`src/rtl/router_mc_core.sv`:
```
// router_mc_core: one framed input stream routed into NUM_PORTS output FIFOs,
// with parity check, illegal-address drop and per-port stall-timeout flush.
module router_mc_core #(
    parameter int DATA_WIDTH = 8,
    parameter int NUM_PORTS  = 3,
    parameter int FIFO_DEPTH = 16,
    parameter int TIMEOUT    = 30
) (
    input  logic                            clock,
    input  logic                            resetn,
    input  logic                            pkt_valid,
    input  logic [DATA_WIDTH-1:0]           data_in,
    input  logic [NUM_PORTS-1:0]            read_enb,
    output logic [NUM_PORTS*DATA_WIDTH-1:0] data_out,
    output logic [NUM_PORTS-1:0]            vld_out,
    output logic                            busy,
    output logic                            err,
    output logic                            drop
);
    localparam int PORT_W = (NUM_PORTS > 1) ? $clog2(NUM_PORTS) : 1;
    localparam int AW     = $clog2(FIFO_DEPTH);
    localparam int CW     = $clog2(TIMEOUT + 1);

    typedef enum logic [2:0] {
        S_IDLE, S_WAIT, S_LOAD, S_CHECK, S_DROP
    } state_t;

    state_t                r_state;
    logic [PORT_W-1:0]     r_dest;
    logic [DATA_WIDTH-1:0] r_hdr;
    logic [DATA_WIDTH-1:0] r_acc;
    logic [DATA_WIDTH-1:0] r_pword;
    logic [DATA_WIDTH-1:0] r_mem [NUM_PORTS][FIFO_DEPTH];
    logic [AW:0]           r_wptr [NUM_PORTS];
    logic [AW:0]           r_rptr [NUM_PORTS];
    logic [CW-1:0]         r_cnt [NUM_PORTS];

    logic [NUM_PORTS-1:0]  w_empty;
    logic [NUM_PORTS-1:0]  w_full;
    logic [NUM_PORTS-1:0]  w_flush;
    logic [NUM_PORTS-1:0]  w_wr_en;
    logic [NUM_PORTS-1:0]  w_addr_sel;
    logic [NUM_PORTS-1:0]  w_dst_sel;
    logic [DATA_WIDTH-1:0] w_wr_data;
    logic [PORT_W-1:0]     w_addr;
    logic                  w_addr_ok;
    logic                  w_in_empty;
    logic                  w_dst_empty;
    logic                  w_dst_full;
    logic                  w_dst_flush;

    always_comb begin
        w_addr      = data_in[PORT_W-1:0];
        w_addr_ok   = int'(w_addr) < NUM_PORTS;
        w_in_empty  = 1'b0;
        w_dst_empty = 1'b0;
        w_dst_full  = 1'b0;
        w_dst_flush = 1'b0;
        for (int p = 0; p < NUM_PORTS; p++) begin
            w_empty[p]    = r_wptr[p] == r_rptr[p];
            w_full[p]     = (r_wptr[p][AW] != r_rptr[p][AW]) &&
                            (r_wptr[p][AW-1:0] == r_rptr[p][AW-1:0]);
            w_flush[p]    = !w_empty[p] && !read_enb[p] &&
                            (r_cnt[p] == CW'(TIMEOUT - 1));
            w_addr_sel[p] = w_addr == PORT_W'(p);
            w_dst_sel[p]  = r_dest == PORT_W'(p);
            if (w_addr_sel[p]) w_in_empty = w_empty[p];
            if (w_dst_sel[p]) begin
                w_dst_empty = w_empty[p];
                w_dst_full  = w_full[p];
                w_dst_flush = w_flush[p];
            end
        end
    end

    // A flush of the destination port wins over any write the FSM would do.
    always_comb begin
        w_wr_en   = '0;
        w_wr_data = data_in;
        case (r_state)
            S_IDLE:
                if (pkt_valid && w_addr_ok && w_in_empty)
                    w_wr_en = w_addr_sel;
            S_WAIT:
                if (!w_dst_flush && w_dst_empty) begin
                    w_wr_data = r_hdr;
                    w_wr_en   = w_dst_sel;
                end
            S_LOAD:
                if (!w_dst_flush && !w_dst_full)
                    w_wr_en = w_dst_sel;
            default: ;
        endcase
    end

    assign vld_out = ~w_empty;
    assign busy    = (r_state == S_WAIT) || (r_state == S_CHECK) ||
                     ((r_state == S_LOAD) && w_dst_full);

    always_ff @(posedge clock) begin
        for (int p = 0; p < NUM_PORTS; p++)
            if (w_wr_en[p] && !w_flush[p])
                r_mem[p][r_wptr[p][AW-1:0]] <= w_wr_data;
    end

    always_ff @(posedge clock or posedge resetn) begin
        if (resetn) begin
            data_out <= '0;
            for (int p = 0; p < NUM_PORTS; p++) begin
                r_wptr[p] <= '0;
                r_rptr[p] <= '0;
                r_cnt[p]  <= '0;
            end
        end else begin
            for (int p = 0; p < NUM_PORTS; p++) begin
                if (w_flush[p]) begin
                    r_wptr[p] <= '0;
                    r_rptr[p] <= '0;
                    r_cnt[p]  <= '0;
                end else begin
                    if (w_wr_en[p])
                        r_wptr[p] <= r_wptr[p] + (AW+1)'(1);
                    if (read_enb[p] && !w_empty[p]) begin
                        data_out[p*DATA_WIDTH +: DATA_WIDTH] <=
                            r_mem[p][r_rptr[p][AW-1:0]];
                        r_rptr[p] <= r_rptr[p] + (AW+1)'(1);
                    end
                    if (w_empty[p] || read_enb[p])
                        r_cnt[p] <= '0;
                    else
                        r_cnt[p] <= r_cnt[p] + CW'(1);
                end
            end
        end
    end

    always_ff @(posedge clock or posedge resetn) begin
        if (resetn) begin
            r_state <= S_IDLE;
            r_dest  <= '0;
            r_hdr   <= '0;
            r_acc   <= '0;
            r_pword <= '0;
            err     <= 1'b0;
            drop    <= 1'b0;
        end else begin
            drop <= 1'b0;
            case (r_state)
                S_IDLE:
                    if (pkt_valid) begin
                        if (!w_addr_ok) begin
                            drop    <= 1'b1;
                            r_state <= S_DROP;
                        end else if (w_in_empty) begin
                            r_dest  <= w_addr;
                            r_acc   <= data_in;
                            err     <= 1'b0;
                            r_state <= S_LOAD;
                        end else begin
                            r_dest  <= w_addr;
                            r_hdr   <= data_in;
                            r_state <= S_WAIT;
                        end
                    end
                S_WAIT:
                    if (w_dst_flush) begin
                        drop    <= 1'b1;
                        r_state <= S_DROP;
                    end else if (w_dst_empty) begin
                        r_acc   <= r_hdr;
                        err     <= 1'b0;
                        r_state <= S_LOAD;
                    end
                S_LOAD:
                    if (w_dst_flush) begin
                        drop    <= 1'b1;
                        r_state <= S_DROP;
                    end else if (!w_dst_full) begin
                        if (pkt_valid) begin
                            r_acc <= r_acc ^ data_in;
                        end else begin
                            r_pword <= data_in;
                            r_state <= S_CHECK;
                        end
                    end
                S_CHECK: begin
                    err     <= r_acc != r_pword;
                    r_state <= S_IDLE;
                end
                S_DROP:
                    if (!pkt_valid) r_state <= S_IDLE;
                default: r_state <= S_IDLE;
            endcase
        end
    end
endmodule

```
`config.mk`:
```
export PLATFORM = sky130hd
export DESIGN_NAME = router_mc_core
export DESIGN_NICKNAME = d
export VERILOG_FILES = /design/src/rtl/router_mc_core.sv
export SDC_FILE = /design/constraint.sdc
export NUM_CORES = 1
export LEC_CHECK = 0
export BUFFER_PORTS_ARGS = -buffer_cell sky130_fd_sc_hd__buf_2
export CORE_MARGIN = 8
export CORE_UTILIZATION = 45
export DETAILED_ROUTE_END_ITERATION = 12
export GPL_TIMING_DRIVEN = 0
export PLACE_DENSITY = 0.63
export RECOVER_POWER = 50
export SYNTH_ARGS = -nofsm -noshare
export SYNTH_HDL_FRONTEND = slang
export SYNTH_SLANG_ARGS = --single-unit
```
`constraint.sdc`:
```
create_clock -name clock -period 5.5 [get_ports clock]
set_clock_uncertainty 0.05 [all_clocks]
set_input_delay 0.55 -clock clock [delete_from_list [all_inputs] [get_ports clock]]
set_output_delay 0.55 -clock clock [all_outputs]
set_load 0.03 [all_outputs]
```
==> metrics.md <==
| Metric | Value |
|---|---|
| Clk_lat worst skew | 0.58 ns |
| Area contributors post-synth | edfxtp_1, mux4_2, dfrtp_1, nand2_1, ha_1 |
| PortBufs | 41 |
| Share of post-route cells with drive strength above 1 | 0.198 |
| Setup-failing EPs final | 0 |
| Nets | 1299 |
| Initial Util | 0.457 |
| VDD IR max | 0.237 mV |
| Post-synth EDFFs | 384 |
| DRT iter0 DRCs | 833 |
| # clock sinks | 484 |
| Remaining Overflow, GRT | 0 |
| Failing checks | capacitance limit, slew limit |
| CTS tree | yes |
| Final setup TNS | 0 ns |
| Final period utilization | 0.803 |
| Syn Std Cell Area | 20200 sq um |
| DIE WIDTH | 228 um |
| Asr flop ratio synth | 0.207 |
| Cell mode on critical path | clkbuf_1 |
| Max-slew violation count | 85 |
| Site Rows | 77 |
| Post-route DRC | 0 |
| Clock Path Buffers | 3 |
| Clock H-tree levels | 2 |
| Outcome | complete, but fails checks |
| Area leader, netlist | edfxtp_1 |
| Post-synthesis cell type count | 60 |
| LEAKAGE | 7.86 nW |
| Worst Path Max Fanout | 48 |
| Area delta synth->final | 12.3% |
| Register bit total from synthesis | 484 |
| MaxCap Viol Count | 1 |
| Post-CTS sizing | 0 |
| Share of the synthesized area in the top cell type | 0.570 |
| Startpoint Class | flip-flop |
| Routed Antenna Nets | 0 |
| Yosys warning total | 0 |
| Type of the worst setup path | flip-flop to flip-flop |
| Vias in the first global route | 10900 |
| Final wirelength | 43800 um |
| Final Wtd Congestion | 0.795 |
| WL/cell | 23.1 um |
| Worst-path clk slew | 0.06 ns |
| WP data required | 5.66 ns |
| Post-DP HPWL | 27700 um |
| Die area | 52000 sq um |
| Most common cell in the netlist | edfxtp_1 |
| CTS Buf Count | 51 |
| Die Height | 228 um |
| Hold WC Path Type | primary input to flip-flop |
| Rel. slew slack | -0.492 |
| # diodes | 0 |
| Seq/Total Area, Yosys | 0.693 |
| I/O pins | 44 |
| CP max stage delay | 0.91 ns |
| Global-route wire length before repair | 67500 um |
| Ys flop type | edfxtp_1 |
| Arr. time, crit path | 4.58 ns |
| Largest net degree at the start of global routing | 85 |
| Fmax | 226 MHz |
| PwrDens | 512 nW/um^2 |
| Worst Setup End Kind | flip-flop |
| Initial antenna violation count | 1 |
| Max stage delay cell, worst path | mux2_2 |
| Tot GR Track Use | 0.167 |
| RSZ-0062 raised after global routing | false |
| Post-Syn Nets | 1201 |
| Core area | 44300 sq um |
| Fin crit period | 4.42 ns |
| Least-Margin Pin Slew | 2.24 ns |
| Syn Area/Cell | 17.4 sq um |
| Root buf cell | clkbuf_16 |
| Cells after Synth | 1166 |
| Worst path cell trace | clkbuf_1 > xnor2_1 > nand4_1 > nor2_1 > inv_1 > o211ai_1 > and2_0 > clkbuf_1 > buf_6 > mux2_2 |
| Via count | 10600 |
| WHS | 0.211 ns |
| Top post-synthesis cells by count | edfxtp_1, nand2_1, mux4_2 |
| Vias per inst | 5.61 |
| Final hold violation count | 0 |
| Pre-Repair DR Iteration Count | 5 |
[worst max-delay path, delay by kind of cell, from the launching register on]
kind / cells / cell delay [ns]
AO/OA/AOI/OAI: 1 / 0.42
XOR/XNOR: 1 / 0.20
buffers and inverters: 4 / 1.38
flip-flops: 1 / 0.35
multiplexers: 1 / 0.91
AND/OR/NAND/NOR: 3 / 0.69
[path summary, 6_finish.rpt]
check | startpoint | end | slack [ns] | cells after the start
setup / recovery | r_rptr[1] | r_mem[0][203] | 1.08 | 10
max in group asynchronous | resetn | data_out[2] | 2.08 | 4
min in group asynchronous | resetn | r_cnt[6] | 0.66 | 3
hold / removal | data_in[3] | r_pword[3] | 0.21 | 2
hold reg to reg | data_out[13] | data_out[13] | 0.42 | 2
setup reg to reg | r_rptr[1] | r_mem[0][203] | 1.08 | 10
[placed cells by master, fill, tap and decap left out, types with 21 or more instances in the layout]
cell | synthesis | final
buf_2 | 15 | 21
dfrtp_1 | 100 | 100
nand3_1 | 21 | 21
clkbuf_1 | 23 | 77
edfxtp_1 | 384 | 384
clkbuf_16 | 0 | 53
nor2_1 | 56 | 57
mux4_2 | 120 | 120
a21oi_1 | 29 | 31
nand2_1 | 133 | 136
ha_1 | 21 | 21
xor2_1 | 26 | 26
and3_1 | 27 | 27
[metal layers]
metal / GRT usage / share of wire
met2: 0.274 / 0.49
met3: 0.0297 / 0.049
met4: 0.0555 / 0.026
met5: 0 / 0
met1: 0.226 / 0.44
[final cells by class]
cell class | count | area (sq um)
fill | 3687 | 21600
sequential | 484 | 14000
multi-input combinational | 612 | 5820
clock buffer | 67 | 1390
tap | 592 | 741
buffer | 53 | 234
clock inverter | 27 | 229
timing repair buffer | 45 | 218
inverter | 17 | 65.1
[cells by family after synthesis]
kind of cell,count (synthesis),synth area share
adders and majority gates,21,0.0130
muxes,154,0.153
xor gates and xnor gates,44,0.0201
DFF,484,0.693
buffers and inverters,70,0.0159
AOI/OAI and AO/OA,76,0.0293
and+or+nand+nor,317,0.0754
[where the power goes]
part	internal (W)	total, W	leakage, nW	switching [W]
Clock	0.00196	0.00334	0.794	0.00138
Combinational	0.00151	0.00358	2.37	0.00208
Sequential	0.00441	0.00470	4.70	0.000298
Total	0.00787	0.0116	7.86	0.00376
[sequential cells by signal, indices dropped and copies added (netlist names), 2 cells and up]
name	flops
r_state	3
r_dest	2
data_out	24
r_acc	8
r_hdr	8
r_pword	8
r_mem	384
r_rptr	15
r_cnt	15
r_wptr	15
[metrics by stage]
| stage | power [W] | cells | utilization | setup WS [ns] | area, sq um |
|---|---|---|---|---|---|
| after floorplan | 0.00742 | 1166 | - | 1.09 | 20200 |
| after global placement | 0.00842 | 1799 | 0.478 | -1.46 | 21200 |
| after detailed placement | 0.00849 | 1801 | 0.480 | 1.59 | 21300 |
| after CTS | 0.0119 | 1896 | 0.516 | 1.62 | 22900 |
| after global routing | 0.0122 | 1897 | 0.513 | 0.743 | 22700 |
| final | 0.0116 | 1897 | 0.513 | 1.08 | 22700 |
[repair_timing]
action | in CTS | in global routing
setup endpoints to repair | 0 | 0
hold buffers | 1 | 0
hold endpoints to repair | 16 | 0
setup buffers | 0 | 0
Power figures use the tool's default switching activity.
